$ cat config.mk
export PLATFORM = sky130hd
export DESIGN_NAME = oled_spi_byte_transmitter
export DESIGN_NICKNAME = d
export VERILOG_FILES = /design/src/rtl/oled_spi_byte_transmitter.sv
export SDC_FILE = /design/constraint.sdc
export NUM_CORES = 1
export LEC_CHECK = 0
export BUFFER_PORTS_ARGS = -buffer_cell sky130_fd_sc_hd__buf_2
export CORE_ASPECT_RATIO = 2
export CORE_MARGIN = 2
export CORE_UTILIZATION = 30
export CTS_CLUSTER_DIAMETER = 150
export CTS_CLUSTER_SIZE = 30
export DETAILED_ROUTE_END_ITERATION = 8
export SETUP_SLACK_MARGIN = 0.4
export SLEW_MARGIN = 40
export SYNTH_ARGS = -nofsm -noshare
export SYNTH_HDL_FRONTEND = slang
export SYNTH_SLANG_ARGS = --single-unit
$ cat constraint.sdc
create_clock -name clk -period 4.87 [get_ports clk]
set_input_delay 0.2435 -clock clk [delete_from_list [all_inputs] [get_ports clk]]
set_output_delay 0.2435 -clock clk [all_outputs]
set_load 0.05 [all_outputs]
$ cat src/rtl/oled_spi_byte_transmitter.sv
// SPI mode-0 output stage for the OLED panel: a small {dc,byte} FIFO is drained MSB-first onto sclk/mosi/cs/dc.
// Bytes that are already queued are sent back to back inside one chip-select frame.
module oled_spi_byte_transmitter #(
    parameter int CLK_DIV        = 4,
    parameter int FIFO_AW        = 2,
    parameter int CS_IDLE_CYCLES = 2
) (
    input  logic       clk,
    input  logic       rst_n,
    input  logic [7:0] byteIn,
    input  logic       dcIn,
    input  logic       byteValid,
    output logic       byteReady,
    output logic       busy,
    output logic       sclk,
    output logic       mosi,
    output logic       cs,
    output logic       dc
);
    localparam int DEPTH = 1 << FIFO_AW;
    localparam int DW    = $clog2(CLK_DIV + 1);
    localparam int GW    = $clog2(CS_IDLE_CYCLES + 1);
    localparam logic [DW-1:0]      DIV_LAST = DW'(CLK_DIV - 1);
    localparam logic [GW-1:0]      GAP_LAST = GW'(CS_IDLE_CYCLES - 1);
    localparam logic [FIFO_AW:0]   FULL_CNT = (FIFO_AW + 1)'(DEPTH);

    typedef enum logic [2:0] {
        ST_IDLE,
        ST_SETUP,
        ST_SHIFT,
        ST_HOLD,
        ST_GAP
    } state_t;

    state_t             state_q, state_d;
    logic [8:0]         mem_q [DEPTH];
    logic [FIFO_AW-1:0] wr_ptr_q, wr_ptr_d, rd_ptr_q, rd_ptr_d;
    logic [FIFO_AW:0]   count_q, count_d;
    logic               ready_q, ready_d;
    logic               busy_q, busy_d;
    logic [DW-1:0]      div_q, div_d;
    logic [GW-1:0]      gap_q, gap_d;
    logic [2:0]         bit_q, bit_d;
    logic [6:0]         shreg_q, shreg_d;
    logic               sclk_q, sclk_d;
    logic               mosi_q, mosi_d;
    logic               cs_q, cs_d;
    logic               dc_q, dc_d;
    logic               push, pop, fifo_empty;
    logic [8:0]         head;

    assign push       = byteValid && ready_q;
    assign fifo_empty = (count_q == '0);
    // Head is read asynchronously so a pop and the shift-register load share one edge.
    assign head       = mem_q[rd_ptr_q];

    always_ff @(posedge clk) begin
        if (push) begin
            mem_q[wr_ptr_q] <= {dcIn, byteIn};
        end
    end

    always_comb begin
        wr_ptr_d = push ? wr_ptr_q + 1'b1 : wr_ptr_q;
        rd_ptr_d = pop  ? rd_ptr_q + 1'b1 : rd_ptr_q;
        count_d  = count_q;
        case ({push, pop})
            2'b10:   count_d = count_q + 1'b1;
            2'b01:   count_d = count_q - 1'b1;
            default: count_d = count_q;
        endcase
        ready_d = (count_d != FULL_CNT);
        busy_d  = (count_d != '0) || (state_d != ST_IDLE);
    end

    always_comb begin
        state_d = state_q;
        div_d   = div_q;
        gap_d   = gap_q;
        bit_d   = bit_q;
        shreg_d = shreg_q;
        sclk_d  = sclk_q;
        mosi_d  = mosi_q;
        cs_d    = cs_q;
        dc_d    = dc_q;
        pop     = 1'b0;
        case (state_q)
            ST_IDLE: begin
                cs_d   = 1'b1;
                sclk_d = 1'b0;
                if (!fifo_empty) begin
                    pop     = 1'b1;
                    shreg_d = head[6:0];
                    mosi_d  = head[7];
                    dc_d    = head[8];
                    cs_d    = 1'b0;
                    div_d   = '0;
                    bit_d   = '0;
                    state_d = ST_SETUP;
                end
            end
            ST_SETUP: begin
                if (div_q == DIV_LAST) begin
                    div_d   = '0;
                    sclk_d  = 1'b1;
                    state_d = ST_SHIFT;
                end else begin
                    div_d = div_q + 1'b1;
                end
            end
            ST_SHIFT: begin
                if (div_q == DIV_LAST) begin
                    div_d = '0;
                    if (sclk_q) begin
                        sclk_d = 1'b0;
                        if (bit_q == 3'd7) begin
                            // Chain the next queued byte into the same frame without a gap.
                            if (!fifo_empty) begin
                                pop     = 1'b1;
                                shreg_d = head[6:0];
                                mosi_d  = head[7];
                                dc_d    = head[8];
                                bit_d   = '0;
                            end else begin
                                state_d = ST_HOLD;
                            end
                        end else begin
                            mosi_d  = shreg_q[6];
                            shreg_d = {shreg_q[5:0], 1'b0};
                            bit_d   = bit_q + 1'b1;
                        end
                    end else begin
                        sclk_d = 1'b1;
                    end
                end else begin
                    div_d = div_q + 1'b1;
                end
            end
            ST_HOLD: begin
                if (div_q == DIV_LAST) begin
                    div_d   = '0;
                    cs_d    = 1'b1;
                    gap_d   = '0;
                    state_d = ST_GAP;
                end else begin
                    div_d = div_q + 1'b1;
                end
            end
            ST_GAP: begin
                if (gap_q == GAP_LAST) begin
                    state_d = ST_IDLE;
                end else begin
                    gap_d = gap_q + 1'b1;
                end
            end
            default: state_d = ST_IDLE;
        endcase
    end

    always_ff @(posedge clk or negedge rst_n) begin
        if (!rst_n) begin
            state_q  <= ST_IDLE;
            wr_ptr_q <= '0;
            rd_ptr_q <= '0;
            count_q  <= '0;
            ready_q  <= 1'b1;
            busy_q   <= 1'b0;
            div_q    <= '0;
            gap_q    <= '0;
            bit_q    <= '0;
            shreg_q  <= '0;
            sclk_q   <= 1'b0;
            mosi_q   <= 1'b0;
            cs_q     <= 1'b1;
            dc_q     <= 1'b0;
        end else begin
            state_q  <= state_d;
            wr_ptr_q <= wr_ptr_d;
            rd_ptr_q <= rd_ptr_d;
            count_q  <= count_d;
            ready_q  <= ready_d;
            busy_q   <= busy_d;
            div_q    <= div_d;
            gap_q    <= gap_d;
            bit_q    <= bit_d;
            shreg_q  <= shreg_d;
            sclk_q   <= sclk_d;
            mosi_q   <= mosi_d;
            cs_q     <= cs_d;
            dc_q     <= dc_d;
        end
    end

    assign byteReady = ready_q;
    assign busy      = busy_q;
    assign sclk      = sclk_q;
    assign mosi      = mosi_q;
    assign cs        = cs_q;
    assign dc        = dc_q;
endmodule

==> results.json, run 1 <==
{
  "status": "complete, no violations",
  "vias_per_cell": 5.009,
  "min_path_type": "in -> reg",
  "cts_buffer_depth": 2,
  "crit_type": "reg -> reg",
  "syn_to_final_growth_pct": 16.99,
  "cp_max_fo": 12,
  "die_h_um": 142.0,
  "synthFlopType": "edfxtp_1",
  "synthCells": 188,
  "drt_iter0_drc": 89,
  "route.detailed.drc": 0,
  "clock-sinks": 67,
  "total_power_mw": 1.526,
  "setup_viol": 0,
  "yosysWarningCount": 0,
  "crit_arrival_ns": 3.42,
  "fill_cells": 870,
  "yosys-top-cells-count": "36 x edfxtp_1, 29 x dfrtp_1, 11 x nand2_1",
  "avgSynthCellArea_um2": 15.20,
  "grt_max_degree": 32,
  "htreeDepth": 3,
  "synth_top_area_cell": "edfxtp_1",
  "synthDistinctLibCells": 42,
  "slew_viol_final": 0,
  "startpoint_type": "flop",
  "clk_pin_slew_ns": 0.05,
  "first_pass_iters": 4,
  "ys_ff_latch": 67,
  "wl_per_cell_um": 15.88,
  "tightest_slew_ns": 0.6666,
  "yosysMostFrequentCell": "edfxtp_1",
  "grt_pass1_wl_um": 8631,
  "gp_congestion": 0.7403,
  "tritoncts": "done",
  "overflow": 0,
  "yosysSeqAreaShare_pct": 65.06,
  "diodes": 0,
  "die_w_um": 73.02,
  "dieArea_um2": 10370,
  "synth.area.top_cells": "edfxtp_1 38%, dfrtp_1 25%, mux4_2 7.1%",
  "routed_wl_um": 5083,
  "route.antenna.remaining_nets": 0,
  "tns_ns": 0,
  "cp-end-kind": "flop",
  "crit_required_ns": 5.06,
  "rsz0062_at_grt": "no",
  "grt_usage_pct": 11.34,
  "p_per_area_nw_per_um2": 456.5,
  "synth_top_area_share_pct": 37.83,
  "finClkSkew_ns": 0.005384,
  "vias": 1603,
  "root_buffer": "clkbuf_16",
  "grt_pass1_vias": 1725,
  "drive_above_1_share_pct": 26.39,
  "hold_viol_final": 0,
  "vdd_drop_max_mv": 0.2240,
  "post_cts_resized": 0,
  "cts_buffers": 9,
  "maxCapViolations": 0,
  "ioPinCount": 18,
  "io_buffers": 17,
  "syn-cell-area_um2": 2858,
  "grt_antenna_before_repair": 0,
  "area.sequential_um2": 1859,
  "dp_hpwl_um": 3684,
  "coreArea_um2": 9321,
  "clkLatencyLatePin_ns": 0.33,
  "fin_nets": 233,
  "postCtsSetupRepairBufs": 0,
  "relSlewSlack_pct": 55.56,
  "synthArstFlopShare_pct": 46.27,
  "syn_nets": 210,
  "max_freq_ghz": 0.3100,
  "final.min_clock_period_ns": 3.226,
  "synth_edf_count": 36,
  "p_leak_nw": 1.308,
  "multiInputGateArea_um2": 934.6,
  "rows": 50,
  "initial_core_util_pct": 30.66,
  "min_period_over_period_pct": 66.25
}
-- worst max-delay path: stages (launching register included) --
cell and delay [ns]:
dfrtp_1 0.37, ha_1 0.16, ha_1 0.19, nand4b_1 0.15, a2111oi_2 0.40, buf_4 0.25, ha_1 0.20, inv_1 0.06
fa_1 0.48, mux2i_1 0.10, or3_1 0.34, or4_1 0.39
-- cell usage in the layout (no fill, tap or decap), drive strengths merged, types with 3 or more instances in the layout --
master / Yosys / layout
nor3: 4 / 4
mux2: 3 / 3
inv: 8 / 9
a21oi: 6 / 6
nor2: 10 / 10
dfrtp: 29 / 29
and3: 5 / 5
o221a: 7 / 7
ha: 9 / 9
xnor2: 3 / 3
clkbuf: 3 / 11
nand2b: 9 / 9
mux4: 9 / 9
o21ai: 3 / 3
edfxtp: 36 / 36
xor2: 4 / 4
buf: 4 / 18
nand2: 11 / 11
-- registers in the layout (all words and copies together) (netlist names) --
signal / cells
mem_q: 36
shreg_q: 7
bit_q: 3
count_q: 3
div_q: 3
state_q: 3
gap_q: 2
rd_ptr_q: 2
wr_ptr_q: 2
busy: 1
byteReady: 1
cs: 1
dc: 1
mosi: 1
sclk: 1
-- kinds of logic (layout without fill, tap and decap cells) --
group / Yosys count / in the layout / share of synthesized area (%)
AOI/OAI and AO/OA: 25 / 25 / 7.356
DFF: 67 / 67 / 65.06
adders and majority gates: 10 / 10 / 4.641
muxes: 13 / 13 / 8.625
buffers and inverters: 15 / 43 / 2.233
xor gates and xnor gates: 7 / 7 / 2.145
and+or+nand+nor: 51 / 51 / 9.939
-- where the power goes --
part           internal, mW  leakage (nW)  switching, mW
combinational        0.0727         0.456          0.107
sequential            0.688         0.712         0.0384
clock                 0.394         0.140          0.226
-- routing by layer --
layer,track usage [%],up-vias,share of wire (%)
li1,-,746,-
met1,11.51,820,36
met2,19.49,24,58
met3,3.258,13,2.6
met4,7.407,0,3.6
met5,0,-,0
-- final timing paths --
| check | start | endpoint | slack [ns] | cells after the start |
|---|---|---|---|---|
| max | bit_q[0]$_DFFE_PN0P_ | busy$_DFF_PN0_ | 1.64 | 11 |
| min | byteIn[1] | mem_q[2][1]$_DFFE_PP_ | 0.14 | 1 |
| max reg2reg | bit_q[0]$_DFFE_PN0P_ | busy$_DFF_PN0_ | 1.64 | 11 |
| min reg2reg | cs$_DFFE_PN1P_ | cs$_DFFE_PN1P_ | 0.48 | 2 |
| max in group asynchronous | rst_n | shreg_q[0]$_DFFE_PN0P_ | 3.95 | 2 |
| min in group asynchronous | rst_n | div_q[0]$_DFFE_PN0P_ | 0.49 | 2 |
-- repair_timing --
action                                  4_1_cts  5_1_grt
hold endpoints to repair                     29        0
endpoints found under the setup margin        0        0
hold buffers                                  1        0
-- metrics by stage --
stage	worst slack (ns)	instance area, µm²	util [%]	std cells	hold WS [ns]
after floorplan	1.693	2858	-	188	-0.05209
after global placement	1.753	3047	32.68	303	0.3224
after detailed placement	1.632	3047	32.68	303	0.3287
after CTS	1.613	3343	35.87	320	0.1243
after global routing	1.376	3343	35.87	320	0.1283
final	1.644	3343	35.87	320	0.1358
-- final cells by class --
| class | instances | area share [%] |
|---|---|---|
| sequential | 67 | 55.61 |
| multi-input combinational | 106 | 27.96 |
| clock buffer | 11 | 6.961 |
| tap | 104 | 3.892 |
| timing repair buffer | 19 | 3.069 |
| clock inverter | 5 | 1.609 |
| inverter | 8 | 0.8982 |
No activity file was read; power rests on OpenSTA's default activity.
==> run 2, diff against run 1 <==
--- a/config.mk
+++ b/config.mk
@@ -5,6 +5,7 @@
 export SDC_FILE = /design/constraint.sdc
 export NUM_CORES = 1
 export LEC_CHECK = 0
+export ABC_AREA = 1
 export BUFFER_PORTS_ARGS = -buffer_cell sky130_fd_sc_hd__buf_2
 export CORE_ASPECT_RATIO = 2
 export CORE_MARGIN = 2
==> constraint.sdc (replaced) <==
create_clock -name clk -period 3.3 [get_ports clk]
set_input_delay 0.165 -clock clk [delete_from_list [all_inputs] [get_ports clk]]
set_output_delay 0.165 -clock clk [all_outputs]
set_load 0.05 [all_outputs]
==> run 2 against run 1 <==
Via count increased by 23%. Clock power up 40%. Core utilization hardly changed. Global-route usage is 0.050 points lower. Critical endpoint unchanged.
==> results.json, run 2 <==
{
  "status": "complete, no violations",
  "grt_pass1_vias": 1866,
  "coreArea_um2": 9955,
  "grt_max_degree": 32,
  "min_path_type": "in -> reg",
  "fill_cells": 987,
  "p_leak_nw": 1.596,
  "die_w_um": 75.13,
  "ioPinCount": 18,
  "yosysSeqAreaShare_pct": 61.25,
  "vias": 1972,
  "io_buffers": 17,
  "ys_ff_latch": 67,
  "synth_top_area_cell": "edfxtp_1",
  "vias_per_cell": 4.187,
  "synth_edf_count": 36,
  "cts_buffer_depth": 2,
  "max_freq_ghz": 0.3989,
  "tns_ns": 0,
  "route.detailed.drc": 0,
  "p_per_area_nw_per_um2": 959.9,
  "hp-start": "byteIn[5]",
  "die_h_um": 146.3,
  "dieArea_um2": 10990,
  "total_power_mw": 3.424,
  "rr_worst_depth": 15,
  "avgSynthCellArea_um2": 9.952,
  "htreeDepth": 3,
  "hold_viol_final": 0,
  "finClkSkew_ns": 0.004383,
  "dp_hpwl_um": 3660,
  "wl_per_cell_um": 11.46,
  "multiInputGateArea_um2": 1006,
  "startpoint_type": "flop",
  "root_buffer": "clkbuf_16",
  "synthArstFlopShare_pct": 46.27,
  "area.sequential_um2": 1859,
  "synth_top_area_share_pct": 35.61,
  "syn-cell-area_um2": 3035,
  "cts_hold_buf": 1,
  "cp-end-kind": "flop",
  "synth_top_family_by_area": "simple AND/OR/NAND/NOR gates",
  "fin_nets": 353,
  "tightest_slew_ns": 0.7005,
  "crit_arrival_ns": 2.72,
  "reg2reg_to": "busy$_DFF_PN0_",
  "rows": 52,
  "fin_hold_ws_ns": 0.04261,
  "worstHoldPathCells": 1,
  "layout_common_cells": "73 x nand2_1, 36 x inv_1, 36 x edfxtp_1, 33 x nor2_1, 29 x dfrtp_1",
  "grt_pass1_wl_um": 8970,
  "largest_reg_flops": 36,
  "grt_antenna_before_repair": 0,
  "dpl_cell_area_um2": 3287,
  "route.antenna.remaining_nets": 0,
  "clk_pin_slew_ns": 0.06,
  "clkLatencyLatePin_ns": 0.33,
  "tritoncts": "done",
  "yosys.area_share.adder_pct": 4.369,
  "initial_core_util_pct": 30.49,
  "syn_to_final_growth_pct": 17.52,
  "reg.largest.list": "mem_q x36, shreg_q x7",
  "synth-simple-area-share_pct": 22.55,
  "synth_compound_area_share_pct": 4.740,
  "crit_type": "reg -> reg",
  "yosysWarningCount": 0,
  "relSlewSlack_pct": 53.30,
  "crit_required_ns": 3.51,
  "layout_commonest_cell": "nand2_1",
  "min_period_over_period_pct": 75.96,
  "syn_nets": 327,
  "gp_congestion": 0.7875,
  "synthCells": 305,
  "fin_cells": 471,
  "top_register": "mem_q",
  "clock-sinks": 67,
  "overflow": 0,
  "synthMuxAreaShare_pct": 0,
  "crit-reg2reg-launch": "div_q[0]$_DFFE_PN0P_",
  "vdd_drop_max_mv": 0.4504,
  "yosysMostFrequentCell": "nand2_1",
  "drive_above_1_share_pct": 18.45,
  "diodes": 0,
  "first_pass_iters": 4,
  "grt_usage_pct": 11.29,
  "hold_end": "mem_q[1][5]$_DFFE_PP_",
  "synth-xor-area-share_pct": 1.154,
  "slew_viol_final": 0,
  "routed_wl_um": 5400,
  "post_cts_resized": 0,
  "synth.area.top_cells": "edfxtp_1 36%, dfrtp_1 24%, nand2_1 9.0%",
  "postCtsSetupRepairBufs": 0,
  "synthFlopType": "edfxtp_1",
  "cp_max_fo": 8,
  "r2r_slack_ns": 0.79,
  "synthDistinctLibCells": 29,
  "fin_area_um2": 3567,
  "post-place-cells": 454,
  "maxCapViolations": 0,
  "cts_buffers": 9,
  "rsz0062_at_grt": "no",
  "final.min_clock_period_ns": 2.507,
  "setup_viol": 0,
  "drt_iter0_drc": 85,
  "yosys-top-cells-count": "73 x nand2_1, 37 x nor2_1, 36 x edfxtp_1, 36 x inv_1, 29 x dfrtp_1"
}
-- run 2: worst max-delay path by stage --
stage | endpoint | cells past startpoint | start | slack (ns)
floorplan | busy$_DFF_PN0_ | 14 | sclk$_DFFE_PN0P_ | 0.81
global placement | busy$_DFF_PN0_ | 15 | div_q[0]$_DFFE_PN0P_ | 0.84
detailed placement | busy$_DFF_PN0_ | 14 | bit_q[0]$_DFFE_PN0P_ | 0.76
CTS | busy$_DFF_PN0_ | 14 | bit_q[0]$_DFFE_PN0P_ | 0.77
global route | busy$_DFF_PN0_ | 15 | div_q[0]$_DFFE_PN0P_ | 0.49
finish | busy$_DFF_PN0_ | 15 | div_q[0]$_DFFE_PN0P_ | 0.79
-- run 2: power by group --
part | internal, mW | switching, mW | leakage (nW)
registers | 1.15 | 0.157 | 0.705
logic | 0.404 | 0.844 | 0.765
clock network | 0.507 | 0.361 | 0.125
-- run 2: worst max-delay path: stages (launching register included) --
cell and delay [ns]:
dfrtp_1 0.36, ha_1 0.20, nand2_2 0.13, nor2_4 0.13, nand2_1 0.09, nand2_2 0.13, nand2_2 0.14, clkinv_2 0.08
ha_1 0.15, inv_1 0.06, fa_1 0.47, o21ai_0 0.10, nor2_1 0.15, inv_1 0.05, nor2_1 0.10, nand3_1 0.07
-- run 2: cell families after synthesis --
logic type	Yosys count
compound gates	26
xor+xnor	4
fa+ha+maj	10
buf+inv	46
flops	67
simple gates	152
-- run 2: per-stage QoR --
step,setup WS [ns],util [%]
after floorplan,0.8148,-
after global placement,0.8422,32.92
after detailed placement,0.7560,33.02
after CTS,0.7656,35.83
after global routing,0.4949,35.83
final,0.7933,35.83
-- run 2: area by class of cell --
cell class	count	share of cell area, %
tap	135	4.735
multi-input combinational	192	28.20
clock inverter	6	1.157
sequential	67	52.12
inverter	42	4.490
clock buffer	10	6.419
timing repair buffer	19	2.876
-- run 2: metal layers --
metal / wire [µm] / up-vias / GRT usage (%)
li1: - / 1038 / -
met1: 2441 / 899 / 13.99
met2: 2633 / 25 / 17.11
met3: 184 / 10 / 3.865
met4: 140 / 0 / 5.625
met5: 0 / - / 0
==> run 3, diff against run 2 <==
==> constraint.sdc (replaced) <==
create_clock -name clk -period 2.3 [get_ports clk]
set_input_delay 0.115 -clock clk [delete_from_list [all_inputs] [get_ports clk]]
set_output_delay 0.115 -clock clk [all_outputs]
set_load 0.05 [all_outputs]
==> run 3 against run 2 <==
Clock skew increased by 0.0011 ns. Critical endpoint unchanged. Critical path type unchanged. Global-route usage decreased by 0.20 points. Count of clock-buffer cells in the layout decreased by 1. Maximum frequency increased by 18%.
==> results.json, run 3 (synthesis results as in run 2) <==
{
  "cp-end-kind": "flop",
  "route.antenna.remaining_nets": 0,
  "routed_wl_um": 5433,
  "slew_viol_final": 0,
  "drt_iter0_drc": 72,
  "highest_layer": "met4",
  "finClkSkew_ns": 0.005514,
  "tritoncts": "done",
  "min_path_type": "in -> reg",
  "tightest_slew_ns": 0.4476,
  "pre_cts_slack_ns": 0.09252,
  "pwr-share-comb_pct": 40.1,
  "layout_common_cells": "69 x nand2_1, 36 x nor2_1, 36 x edfxtp_1, 33 x inv_1, 28 x dfrtp_1",
  "p_clk_share_pct": 25.9,
  "reg.largest.list": "mem_q x36, shreg_q x7",
  "worst-path-buf-inv": 3,
  "dp_hpwl_um": 3666,
  "fin_area_um2": 3933,
  "fin_cells": 499,
  "cp_max_fo": 2,
  "clk_pin_slew_ns": 0.06,
  "relSlewSlack_pct": 70.16,
  "area.sequential_um2": 1861,
  "p_leak_nw": 1.775,
  "post-place-cells": 463,
  "min_period_over_period_pct": 91.99,
  "grt_antenna_before_repair": 0,
  "syn_to_final_growth_pct": 29.55,
  "dr_wl_met2_um": 2631,
  "dpl_cell_area_um2": 3397,
  "diodes": 0,
  "max_freq_ghz": 0.4727,
  "rows": 52,
  "grt_pass1_wl_um": 9273,
  "root_buffer": "clkbuf_16",
  "p_per_area_nw_per_um2": 1381,
  "io_buffers": 17,
  "path_common_cell": "nand2_4",
  "setup_ws_ns": 0.1843,
  "vias_per_cell": 4.106,
  "worstPathCellList": "ha_4, nand2_4, nor2_4, nand2_4, nand2_4, nand2_4, clkinv_4, ha_4, inv_4, fa_2, o21ai_2, nor2_2, inv_1, nor2_1, nand3_1",
  "final.min_clock_period_ns": 2.116,
  "p_int_mw": 3.343,
  "p_sw_mw": 2.087,
  "layout_commonest_cell": "nand2_1",
  "initial_core_util_pct": 30.49,
  "wl_per_cell_um": 10.89,
  "drt-met1-wl_um": 2552,
  "multiInputGateArea_um2": 1080,
  "die_w_um": 75.13,
  "die_h_um": 146.3,
  "crit_path_max_incr_delay_ns": 0.52,
  "fill_cells": 944,
  "setup_viol": 0,
  "cp_slowest_cell": "fa_2",
  "htreeDepth": 3,
  "startpoint_type": "flop",
  "gp_congestion": 0.7646,
  "fin_hold_ws_ns": 0.008394,
  "cts_buffers": 9,
  "tns_ns": 0,
  "cts_buffer_depth": 2,
  "grt_max_degree": 32,
  "crit_type": "reg -> reg",
  "crit_required_ns": 2.51,
  "netSwitchingFraction_pct": 38.44,
  "top_register": "mem_q",
  "vias": 2049,
  "fin_nets": 381,
  "largest_reg_flops": 36,
  "crit_arrival_ns": 2.33,
  "overflow": 0,
  "first_pass_iters": 4,
  "route.detailed.drc": 0,
  "fin_util_pct": 39.50,
  "ioPinCount": 18,
  "total_power_mw": 5.431,
  "dieArea_um2": 10990,
  "drive_above_1_share_pct": 26.65,
  "hold_viol_final": 0,
  "clock-sinks": 67,
  "grt_pass1_vias": 2014,
  "maxCapViolations": 0,
  "pwr-share-seq_pct": 34.0,
  "vdd_drop_max_mv": 0.7585,
  "wl_met3_um": 149,
  "coreArea_um2": 9955,
  "clkLatencyLatePin_ns": 0.33,
  "grt_usage_pct": 11.08,
  "status": "complete, no violations",
  "crit_family": "adder cells",
  "rsz0062_at_grt": "yes"
}
run 3: layout make-up:
| cell class | instances | share of cell area, % |
|---|---|---|
| sequential | 67 | 47.31 |
| multi-input combinational | 192 | 27.46 |
| timing repair buffer | 47 | 8.845 |
| clock buffer | 9 | 5.727 |
| tap | 135 | 4.295 |
| inverter | 42 | 4.232 |
| clock inverter | 7 | 2.132 |
run 3: what timing repair did:
| item | 4_1_cts | 5_1_grt |
|---|---|---|
| gates resized for setup | 2 | 9 |
| pin swaps | 9 | 11 |
| hold buffers | 7 | 0 |
| endpoints found under the hold margin | 53 | 0 |
| setup buffers | 9 | 3 |
| setup endpoints to repair | 4 | 4 |
run 3: final timing paths:
path	start	end	slack [ns]	depth (start not counted)
max in group asynchronous	rst_n	byteReady$_DFF_PN1_	1.58	3
min in group asynchronous	rst_n	mosi$_DFFE_PN0P_	0.22	2
worst max-delay path	div_q[1]$_DFFE_PN0P_	busy$_DFF_PN0_	0.18	15
worst max register to register	div_q[1]$_DFFE_PN0P_	busy$_DFF_PN0_	0.18	15
worst min register to register	gap_q[0]$_DFFE_PN0P_	gap_q[0]$_DFFE_PN0P_	0.50	1
worst min-delay path	dcIn	mem_q[3][8]$_DFFE_PP_	0.008	1
run 3: power by group through the flow:
| stage | clock, mW | combinational, mW | sequential, mW |
|---|---|---|---|
| after floorplan | 0 | 1.35 | 1.98 |
| after global placement | 0 | 1.95 | 1.86 |
| after detailed placement | 0 | 1.97 | 1.87 |
| after CTS | 1.43 | 2.11 | 1.85 |
| after global routing | 1.48 | 2.47 | 1.90 |
| final | 1.41 | 2.18 | 1.85 |
run 3: per-layer routing:
layer	track usage [%]	vias up
met5	0	-
met4	4.018	0
met3	3.106	10
met2	16.49	26
met1	15.27	920
li1	-	1093
